$ cat config.mk
export PLATFORM = sky130hd
export DESIGN_NAME = seg_scan_capture
export DESIGN_NICKNAME = d
export VERILOG_FILES = /design/src/rtl/seg_pkg.sv /design/src/rtl/seg_pattern_decode.sv /design/src/rtl/seg_scan_capture.sv
export SDC_FILE = /design/constraint.sdc
export NUM_CORES = 1
export LEC_CHECK = 0
export CORE_MARGIN = 2
export CORE_UTILIZATION = 61
export CTS_BUF_LIST = sky130_fd_sc_hd__clkbuf_2
export CTS_CLUSTER_SIZE = 30
export DETAILED_ROUTE_END_ITERATION = 8
export PLACE_DENSITY = 0.82
export RECOVER_POWER = 50
export SETUP_SLACK_MARGIN = 0.15
export SKIP_CTS_REPAIR_TIMING = 1
export SYNTH_ARGS = -nofsm -noshare
export SYNTH_HDL_FRONTEND = slang
export SYNTH_HIERARCHICAL = 1
export SYNTH_SLANG_ARGS = --single-unit
export TNS_END_PERCENT = 50
$ cat constraint.sdc
create_clock -name clock -period 3.4 [get_ports clock]
set_clock_uncertainty 0.2 [all_clocks]
set_input_delay 0.51 -clock clock [delete_from_list [all_inputs] [get_ports clock]]
set_output_delay 0.51 -clock clock [all_outputs]
set_load 0.02 [all_outputs]
$ cat src/rtl/seg_pkg.sv
// Shared constants for the seven-segment scan bus: active-low hex codes, idle/blank patterns,
// the capture FSM state type and small anode helpers.
package seg_pkg;

    localparam logic [6:0] SEG_HEX [0:15] = '{
        7'b1000000, 7'b1111001, 7'b0100100, 7'b0110000,
        7'b0011001, 7'b0010010, 7'b0000010, 7'b1111000,
        7'b0000000, 7'b0010000, 7'b0001000, 7'b0000011,
        7'b1000110, 7'b0100001, 7'b0000110, 7'b0001110
    };

    localparam logic [6:0] SEG_BLANK  = 7'b1111111;
    localparam logic [3:0] ANODE_IDLE = 4'b1111;

    typedef enum logic [1:0] {
        StIdle,
        StSettle,
        StCapture,
        StHold
    } scan_state_e;

    // Forward encoder used by the display side; the decoder inverts the same table.
    function automatic logic [6:0] seg_encode(input logic [3:0] hex);
        return SEG_HEX[hex];
    endfunction

    function automatic logic [2:0] anode_zeros(input logic [3:0] a);
        logic [2:0] n;
        n = '0;
        for (int k = 0; k < 4; k++) begin
            if (!a[k]) n = n + 3'd1;
        end
        return n;
    endfunction

    function automatic logic [1:0] anode_index(input logic [3:0] a);
        logic [1:0] idx;
        idx = '0;
        for (int k = 0; k < 4; k++) begin
            if (!a[k]) idx = 2'(k);
        end
        return idx;
    endfunction

endpackage

$ cat src/rtl/seg_pattern_decode.sv
// Inverse of the hex-to-segment encoder: maps an active-low segment pattern back to its hex
// value, flagging blank (all segments off) and any pattern outside the table.
module seg_pattern_decode
    import seg_pkg::*;
(
    input  logic [6:0] seg,
    output logic [3:0] hex,
    output logic       is_blank,
    output logic       is_valid
);

    always_comb begin
        hex      = '0;
        is_blank = (seg == SEG_BLANK);
        is_valid = is_blank;
        for (int i = 0; i < 16; i++) begin
            if (seg == SEG_HEX[i]) begin
                hex      = 4'(i);
                is_valid = 1'b1;
            end
        end
    end

endmodule

$ cat src/rtl/seg_scan_capture.sv
// Passive readback monitor for the multiplexed seven-segment bus: settles and captures each
// scanned digit, then publishes all four as one coherent frame.
module seg_scan_capture
    import seg_pkg::*;
#(
    parameter int unsigned SETTLE_CYCLES  = 16,
    parameter int unsigned TIMEOUT_CYCLES = 2_000_000
) (
    input  logic       clock,
    input  logic       reset,
    input  logic [3:0] anode,
    input  logic [6:0] seg,
    input  logic       decimal_p,
    output logic [3:0] digit3,
    output logic [3:0] digit2,
    output logic [3:0] digit1,
    output logic [3:0] digit0,
    output logic [3:0] dp_mask,
    output logic [3:0] blank_mask,
    output logic       frame_valid,
    output logic       pattern_error,
    output logic       stale
);

    localparam int unsigned      TMO_W    = $clog2(TIMEOUT_CYCLES + 1);
    localparam logic [TMO_W-1:0] TMO_MAX  = TMO_W'(TIMEOUT_CYCLES);
    localparam logic [7:0]       SETTLE_N = 8'(SETTLE_CYCLES);

    logic [3:0]       anode_r, anode_prev, snap_anode;
    logic [6:0]       seg_r, snap_seg;
    logic             dp_r, snap_dp;
    scan_state_e      state;
    logic [7:0]       cnt;
    logic [3:0]       seen;
    logic [3:0][3:0]  sh_digit, out_digit, merged_digit;
    logic [3:0]       sh_dp, sh_blank, merged_dp, merged_blank;
    logic [TMO_W-1:0] tmo;
    logic             boot_stale;

    logic [3:0] dec_hex;
    logic       dec_blank, dec_valid;
    logic       anode_idle, anode_active, anode_illegal;
    logic       bus_same, settle_hits, want_start, want_enter;
    logic [1:0] sel;
    logic [3:0] sel_oh;

    // Decodes the live registered sample; on every path that uses it, it equals the snapshot.
    seg_pattern_decode u_decode (
        .seg      (seg_r),
        .hex      (dec_hex),
        .is_blank (dec_blank),
        .is_valid (dec_valid)
    );

    always_comb begin
        anode_idle    = (anode_r == ANODE_IDLE);
        anode_active  = (anode_zeros(anode_r) == 3'd1);
        anode_illegal = !anode_idle && !anode_active;
        bus_same      = (anode_r == snap_anode) && (seg_r == snap_seg) && (dp_r == snap_dp);
        settle_hits   = ({1'b0, cnt} + 9'd1) >= {1'b0, SETTLE_N};
        want_start    = anode_active &&
                        ((state == StIdle) ||
                         (state == StHold && anode_r != snap_anode) ||
                         ((state == StSettle || state == StCapture) && !bus_same));
        want_enter    = want_start ? (SETTLE_N <= 8'd1)
                                   : (state == StSettle && bus_same && settle_hits);
        sel           = anode_index(snap_anode);
        sel_oh        = ~snap_anode;
        merged_digit       = sh_digit;
        merged_dp          = sh_dp;
        merged_blank       = sh_blank;
        merged_digit[sel]  = dec_hex;
        merged_dp[sel]     = ~dp_r;
        merged_blank[sel]  = dec_blank;
    end

    always_ff @(posedge clock) begin
        if (reset) begin
            anode_r       <= ANODE_IDLE;
            anode_prev    <= ANODE_IDLE;
            seg_r         <= SEG_BLANK;
            dp_r          <= 1'b1;
            snap_anode    <= ANODE_IDLE;
            snap_seg      <= SEG_BLANK;
            snap_dp       <= 1'b1;
            state         <= StIdle;
            cnt           <= '0;
            seen          <= '0;
            sh_digit      <= '0;
            sh_dp         <= '0;
            sh_blank      <= '0;
            out_digit     <= '0;
            dp_mask       <= '0;
            blank_mask    <= '0;
            frame_valid   <= 1'b0;
            pattern_error <= 1'b0;
            tmo           <= TMO_MAX;
            boot_stale    <= 1'b1;
        end else begin
            anode_r       <= anode;
            seg_r         <= seg;
            dp_r          <= decimal_p;
            anode_prev    <= anode_r;
            frame_valid   <= 1'b0;
            pattern_error <= 1'b0;
            if (tmo != TMO_MAX) tmo <= tmo + TMO_W'(1);

            if (anode_illegal) begin
                // Flag only the first cycle of an illegal value, not every cycle it persists.
                pattern_error <= (anode_r != anode_prev);
                state         <= StIdle;
            end else if (anode_idle) begin
                state <= StIdle;
            end else begin
                if (want_start) begin
                    snap_anode <= anode_r;
                    snap_seg   <= seg_r;
                    snap_dp    <= dp_r;
                    cnt        <= 8'd1;
                end
                if (want_enter) begin
                    state         <= StCapture;
                    tmo           <= '0;
                    pattern_error <= !dec_valid;
                end else if (want_start) begin
                    state <= StSettle;
                end else begin
                    case (state)
                        StSettle: cnt <= cnt + 8'd1;
                        StCapture: begin
                            // The cycle in CAPTURE is the final stability sample.
                            state <= StHold;
                            if (dec_valid) begin
                                sh_digit <= merged_digit;
                                sh_dp    <= merged_dp;
                                sh_blank <= merged_blank;
                                if ((seen | sel_oh) == 4'b1111) begin
                                    out_digit   <= merged_digit;
                                    dp_mask     <= merged_dp;
                                    blank_mask  <= merged_blank;
                                    frame_valid <= 1'b1;
                                    seen        <= '0;
                                    boot_stale  <= 1'b0;
                                end else begin
                                    seen <= seen | sel_oh;
                                end
                            end
                        end
                        default: ;
                    endcase
                end
            end
        end
    end

    assign digit3 = out_digit[3];
    assign digit2 = out_digit[2];
    assign digit1 = out_digit[1];
    assign digit0 = out_digit[0];
    // Stale from reset until the first full frame, afterwards purely from the capture timer.
    assign stale  = boot_stale || (tmo == TMO_MAX);

endmodule

==> qor.csv, run 1 <==
stage,metric,value,unit
status,status,completed,
detailed_routing,vias per std cell,6.09,
critical_path,critical path type,reg2reg,
logic_synthesis,Compound-Gate Fraction of Synth Area,0.206,
detailed_routing,routed length per placed instance,16.2,um
logic_synthesis,register bit count reported by yosys,114,
placed_design,detailed-placement wirelength estimate,8.24,mm
die,FP Rows,35,
placed_design,quantity of I/O buffers inserted on ports,40,
timing,sum of negative setup slack,0,ns
logic_synthesis,main combinational cell family by area after synthesis,compound AO/OA/AOI/OAI gates,
critical_path,cell seen most often among critical-path stages,buf_4,
grt,Global Route Usage Sum,0.262,
placed_design,worst slack at placement,0.188,ns
timing,setup repair after global routing missed its margin,true,
grt,wire length of the first global-routing pass,21.4,mm
hold_path,worst hold path type,in2reg,
timing,Hold Slack,0.195,ns
logic_synthesis,post-synthesis instance area,5710,um2
timing,Max-slew headroom,0.495,
job,max capacitance violation total,0,
clock_network,H-tree levels,4,
detailed_routing,post-route DRC violation count,0,
logic_synthesis,syn_nets,639,
logic_synthesis,Synth Area in XOR/XNOR,0.0611,
timing,"crit path setup slack, layout",0.236,ns
logic_synthesis,sequential cell area fraction in the yosys report,0.400,
grt,global route overflow,0,
die,y dimension of the die,101,um
critical_path,crit path cell chain,inv_1 -> ha_2 -> xnor2_1 -> ha_1 -> nor2_1 -> mux4_2 -> nand3_2 -> nor2_2 -> buf_4 -> and2_1 -> buf_4 -> a211oi_1,
critical_path,endpoint class of the critical path,register,
logic_synthesis,count of synthesis-stage warnings from yosys,6,
pwr,leakage power summed over all cells,2.55,nW
critical_path,peak per-stage delay on the critical path,0.48,ns
clock_network,number of buffers on the longest clock path,2,
logic_synthesis,mux share of post-synthesis cell area,0.0603,
logic_synthesis,most frequently used flop master after synthesis,dfxtp_1,
logic_synthesis,share of the synthesized area in the top cell type,0.400,
grt,via count of the first global-routing pass,4536,
clock_network,number of buffers created by CTS,17,
logic_synthesis,Post-synth EDFFs,0,
die,Boundary Pins,41,
timing,number of max-slew violations in the final report,0,
clock_network,"CTS clk-pin slew, worst paths",0.19,ns
grt,maximum number of pins on one net before global-route repair,56,
clock_network,insertion delay to the later sink of the worst-skew pair,0.66,ns
finish,Post-layout nets,673,
detailed_routing,DRC violation total after the first TritonRoute iteration,272,
logic_synthesis,mean instance size in the synthesized netlist,9.30,um2
pwr,Worst VDD drop,0.293,mV
finish,number of antenna cells inserted,0,
timing,final critical-path required period,3.16,ns
finish,area overhead of the layout relative to synthesis,12.8,%
critical_path,Critical Path Source Type,register,
logic_synthesis,Post-synth ARST share,0,
timing,final setup fails,0,
logic_synthesis,gate count after technology mapping,614,
logic_synthesis,count of different cell masters after synthesis,66,
logic_synthesis,most numerous cell in the Yosys netlist,dfxtp_1,
finish,fraction of layout cells with a size suffix above 1,0.168,
logic_synthesis,"post-synthesis share of cell area spent on full adders, half adders and majority gates",0.0241,
logic_synthesis,synthesized-area fraction occupied by and/or/nand/nor cells,0.189,
timing,maximum achievable frequency,316,MHz
clock_network,TritonCTS sink count,114,
clock_network,clock tree from TritonCTS,yes,
timing,transition at the pin with the smallest max-transition slack,0.755,ns
die,Die X,101,um
placed_design,GPL Wtd Cong,0.811,
critical_path,Slowest cell on crit path,mux4_2,
die,effective utilization at floorplan,0.624,
detailed_routing,DRT Pass-1 Iters,7,
clock_network,cell at the root of the clock tree,clkbuf_2,
critical_path,required time worst endpoint,3.78,ns
detailed_routing,remaining number of nets flagged by the antenna check after routing,0,
critical_path,crit-path max FO,20,
timing,"Period Utilization, post-route",0.931,
logic_synthesis,Post-synth top cells,"dfxtp_1 (114), nor2_1 (48), a21oi_1 (36)",
die,die outline area,10200,um2
grt,number of antenna violations at the first check in global routing,0,
logic_synthesis,leading cell types by total area after synthesis,"dfxtp_1 (40%), mux2i_1 (5.4%), a211oi_2 (3.7%)",
critical_path,worst path bufs/invs,3,
critical_path,Crit path arrival time,3.54,ns
pwr,total power,0.00275,W
timing,Fin. Hold Viols,0,
critical_path,kind of cell adding the most delay to the critical path,adder cells,
logic_synthesis,cell type with the largest total area after synthesis,dfxtp_1,
detailed_routing,final wirelength,12.5,mm
die,placeable core region,9150,um2
detailed_routing,total number of vias,4704,
pwr,Pwr per Cell Area,427,nW/um2
==> final cells by class <==
type	instances	area (um2)
well taps	111	139
clock inverters	14	188
flip-flops and latches	114	2280
multi-input cells	433	3130
clock buffers	18	90.1
fillers	706	2710
repair buffers	59	528
inverters	23	87.6
==> flip-flops by register name (all words and copies together) (netlist names), 7 cells and up <==
name,count
tmo,21
seg_r,7
cnt,8
sh_digit,16
snap_seg,7
==> logic make-up after synthesis <==
| family | after synthesis |
|---|---|
| and+or+nand+nor | 195 |
| xor gates and xnor gates | 39 |
| buffers and inverters | 67 |
| adders and majority gates | 11 |
| muxes | 33 |
| AOI/OAI and AO/OA | 155 |
| DFF | 114 |
==> stage by stage <==
| step | cell area (um2) | utilization | cells |
|---|---|---|---|
| after floorplan | 5710 | - | 614 |
| after global placement | 6150 | 0.672 | 740 |
| after detailed placement | 6150 | 0.672 | 740 |
| after CTS | 6430 | 0.702 | 772 |
| after global routing | 6440 | 0.704 | 772 |
| final | 6440 | 0.704 | 772 |
==> per-layer routing <==
metal | global-route usage | vias to the layer above | wire, um
met5 | 0 | - | 0
met2 | 0.439 | 142 | 6190
met1 | 0.325 | 2263 | 5530
met3 | 0.0763 | 18 | 612
li1 | - | 2281 | -
met4 | 0.0822 | 0 | 153
==> path summary, 6_finish.rpt <==
kind / startpoint / to / slack (ns) / depth (start not counted)
worst max-delay path: anode_r[0] / sh_digit[3] / 0.24 / 12
worst min-delay path: seg[4] / seg_r[4] / 0.20 / 2
worst max register to register: anode_r[0] / sh_digit[3] / 0.24 / 12
worst min register to register: boot_stale / boot_stale / 0.29 / 1
==> cell usage in the layout (no fill, tap or decap), types with 3 or more instances in the layout <==
cell type and count:
a211o_1 14, a211oi_1 25, a211oi_2 18, a21o_1 4, a21oi_1 36, a31oi_1 24
and2_1 4, and3_1 3, and4_1 3, buf_4 18, bufinv_16 4, clkbuf_2 19
clkdlybuf4s50_1 12, clkinv_2 4, clkinvlp_4 3, dfxtp_1 112, dlygate4sd3_1 26, ha_1 10
inv_1 22, mux2i_1 31, nand2_1 22, nand2b_1 15, nand3_1 23, nand3b_1 3
nand4_1 9, nor2_1 48, nor2b_1 9, nor3_1 11, nor4_2 3, nor4b_1 4
o211ai_1 4, o21ai_0 5, o21bai_1 7, or2_2 18, or3_1 3, xnor2_1 24
xor2_1 14
==> report_power, final <==
part	leakage [nW]	switching (W)	total, W	internal (W)
Clock	0.158	0.000542	0.00103	0.000483
Combinational	1.46	0.000169	0.000308	0.000139
Sequential	0.925	0.0000467	0.00142	0.00137
Total	2.55	0.000758	0.00275	0.00199
Power figures use the tool's default switching activity.
==> run 2: changes to the inputs <==
--- a/config.mk
+++ b/config.mk
@@ -5,13 +5,12 @@
 export SDC_FILE = /design/constraint.sdc
 export NUM_CORES = 1
 export LEC_CHECK = 0
-export CORE_MARGIN = 2
 export CORE_UTILIZATION = 61
 export CTS_BUF_LIST = sky130_fd_sc_hd__clkbuf_2
 export CTS_CLUSTER_SIZE = 30
 export DETAILED_ROUTE_END_ITERATION = 8
 export PLACE_DENSITY = 0.82
-export RECOVER_POWER = 50
+export RECOVER_POWER = 100
 export SETUP_SLACK_MARGIN = 0.15
 export SKIP_CTS_REPAIR_TIMING = 1
 export SYNTH_ARGS = -nofsm -noshare
==> qor.csv, run 2 (synthesized netlist as in run 1, its figures left out) <==
stage,metric,value,unit,change
status,status,completed,,
detailed_routing,final wirelength,12.2,mm,-1.9%
critical_path,endpoint class of the critical path,register,,
clock_network,insertion delay to the later sink of the worst-skew pair,0.67,ns,about the same
detailed_routing,DRC violation total after the first TritonRoute iteration,230,,-15%
critical_path,critical path type,reg2reg,,
pwr,leakage power summed over all cells,2.50,nW,-1.8%
critical_path,reg-to-reg endpoint,digit3[1],,
grt,wire length of the first global-routing pass,20.5,mm,-3.9%
critical_path,number of logic stages on the critical path including buffering,12,,unchanged
timing,Hold Slack,0.178,ns,-0.0168 ns
clock_network,number of buffers created by CTS,17,,unchanged
grt,GR met2 Demand/Resource,0.448,,+0.00860
detailed_routing,vias per std cell,6.05,,-0.67%
pwr,Seq pwr share,0.544,,+0.029
critical_path,worst path bufs/invs,3,,unchanged
pwr,share of total power in the clock network,0.338,,-0.035
pwr,proportion of power drawn by combinational gates,0.118,,+0.006
critical_path,Slowest cell on crit path,mux4_2,,
critical_path,peak per-stage delay on the critical path,0.47,ns,about the same
finish,Regs by FF count,"tmo: 21 flops, sh_digit: 16 flops, cnt: 8 flops",,
pwr,switch share,0.311,,+0.0351
pwr,Worst VDD drop,0.274,mV,-6.6%
timing,setup repair after global routing missed its margin,false,,
grt,routing usage on met1,0.318,,-0.00707
pwr,total internal power,0.00180,W,-9.9%
clock_network,H-tree levels,4,,unchanged
timing,Max-slew headroom,0.0494,,-0.446
job,max capacitance violation total,0,,unchanged
detailed_routing,total number of vias,4624,,-1.7%
finish,number of antenna cells inserted,0,,unchanged
finish,max FFs per register,21,,unchanged
timing,"Period Utilization, post-route",0.940,,+0.00940
die,effective utilization at floorplan,0.642,,+0.0184
finish,Post-layout nets,668,,-0.74%
critical_path,crit-path max FO,14,,-30%
timing,Fin. Hold Viols,0,,unchanged
grt,GR Util met3,0.0589,,-0.0174
critical_path,cell depth of the worst flop-to-flop path,12,,unchanged
grt,number of antenna violations at the first check in global routing,0,,unchanged
critical_path,required time worst endpoint,3.77,ns,about the same
clock_network,number of buffers on the longest clock path,2,,unchanged
die,Boundary Pins,41,,unchanged
clock_network,clock tree from TritonCTS,yes,,
placed_design,worst slack at placement,0.104,ns,-0.0844 ns
critical_path,Worst Setup SP,anode_r[1],,
grt,peak-usage layer in the global routing report,met2,,
grt,via count of the first global-routing pass,4444,,-2.0%
detailed_routing,remaining number of nets flagged by the antenna check after routing,0,,unchanged
critical_path,critical register-to-register path startpoint,anode_r[1],,
die,placeable core region,8890,um2,-2.9%
pwr,Pwr per Cell Area,413,nW/um2,-3.3%
timing,maximum achievable frequency,313,MHz,-1.0%
critical_path,crit path cell chain,inv_1 -> ha_1 -> xnor2_1 -> ha_1 -> nor2b_1 -> mux4_2 -> nand3_2 -> nor2_2 -> buf_4 -> and3_1 -> buf_4 -> a211oi_1,,
placed_design,count of placed standard cells including taps,732,,-1.1%
die,Die X,98.8,um,-2.0%
timing,transition at the pin with the smallest max-transition slack,1.43,ns,+0.671 ns
critical_path,Crit path arrival time,3.57,ns,+0.03 ns
timing,"crit path setup slack, layout",0.204,ns,-0.0320 ns
grt,maximum number of pins on one net before global-route repair,66,,+18%
detailed_routing,post-route DRC violation count,0,,unchanged
placed_design,GPL Wtd Cong,0.794,,-2.1%
timing,number of max-slew violations in the final report,0,,unchanged
critical_path,FF-to-FF setup slack,0.20,ns,-0.03 ns
finish,area overhead of the layout relative to synthesis,10.5,%,
hold_path,worst hold path type,in2reg,,
hold_path,depth of the worst hold-timing path,2,,unchanged
pwr,Net Switching,0.000809,W,+6.7%
finish,"count of placed standard cells in the final layout, fillers left out",764,,-1.0%
timing,final setup fails,0,,unchanged
grt,global route overflow,0,,unchanged
die,FP Rows,34,,-2.9%
critical_path,CP Capture Point,digit3[1],,
clock_network,cell at the root of the clock tree,clkbuf_2,,
placed_design,detailed-placement wirelength estimate,8.15,mm,-1.0%
die,y dimension of the die,98.8,um,-2.0%
finish,"commonest non-fill, non-tap cells in the layout","dfxtp_1 (112), nor2_1 (47), a211oi_1 (38)",,
placed_design,quantity of I/O buffers inserted on ports,40,,unchanged
die,die outline area,9750,um2,-3.9%
clock_network,TritonCTS sink count,114,,unchanged
critical_path,kind of cell adding the most delay to the critical path,adder cells,,
clock_network,"CTS clk-pin slew, worst paths",0.20,ns,about the same
detailed_routing,routed length per placed instance,16.0,um,-0.89%
detailed_routing,DRT Pass-1 Iters,6,,-1
pwr,total power,0.00261,W,-5.3%
grt,Global Route Usage Sum,0.261,,-0.00116
critical_path,Critical Path Source Type,register,,
timing,final critical-path required period,3.20,ns,+0.0320 ns
finish,"most common cell after layout, fill and taps aside",dfxtp_1,,
finish,register with the most flip-flops,tmo,,
finish,fraction of layout cells with a size suffix above 1,0.142,,-0.0262
-- run 2: worst min-delay path by stage --
stage                            end  slack [ns]       start
after CTS                     cnt[0]        0.12       reset
after global routing        seg_r[3]        0.14      seg[3]
after global placement    boot_stale        0.23  boot_stale
after detailed placement  boot_stale        0.24  boot_stale
final                       seg_r[5]        0.18      seg[5]
after floorplan           boot_stale        0.22  boot_stale
-- run 2: worst reg2reg max path: cells and delay by family, from the launching register on --
family | cells | cell delay (ns)
muxes | 1 | 0.47
buffers and inverters | 3 | 0.40
xor gates and xnor gates | 1 | 0.18
adders and majority gates | 2 | 0.70
and+or+nand+nor | 4 | 0.46
AOI/OAI and AO/OA | 1 | 0.25
DFF | 1 | 0.42
-- run 2: stage by stage --
step	instance area (um2)	TNS [ns]	utilization
6_report	6310	0	0.710
5_1_grt	6310	0	0.710
4_1_cts	6350	-0.000361	0.714
3_5_place_dp	6120	0	0.688
3_3_place_gp	6120	0	0.688
2_1_floorplan	5710	0	-
-- run 2: power groups by stage --
stage               registers, W  clock network (W)  logic [W]
floorplan                0.00142                  0   0.000254
global placement         0.00144                  0   0.000294
detailed placement       0.00145                  0   0.000301
CTS                      0.00142           0.000902   0.000304
global route             0.00142           0.000954   0.000333
finish                   0.00142           0.000881   0.000306
-- run 2: routing by layer --
| metal | wire, um | part of all wire |
|---|---|---|
| met1 | 5460 | 0.45 |
| met2 | 6040 | 0.49 |
| met4 | 196 | 0.016 |
| met5 | 0 | 0 |
| met3 | 538 | 0.044 |
-- run 2: area by class of cell --
class                   instances  area (um2)
inverters                      23        87.6
fillers                       714        2580
clock buffers                  17        85.1
well taps                     108         135
flip-flops and latches        114        2290
multi-input cells             433        3060
clock inverters                15         146
repair buffers                 54         509
==> run 3: changes to the inputs <==
--- a/config.mk
+++ b/config.mk
@@ -17,4 +17,4 @@
 export SYNTH_HDL_FRONTEND = slang
 export SYNTH_HIERARCHICAL = 1
 export SYNTH_SLANG_ARGS = --single-unit
-export TNS_END_PERCENT = 50
+export TNS_END_PERCENT = 30
==> results of run 3 <==
Same layout as run 2: the final DEF is identical, and so are final timing and power.
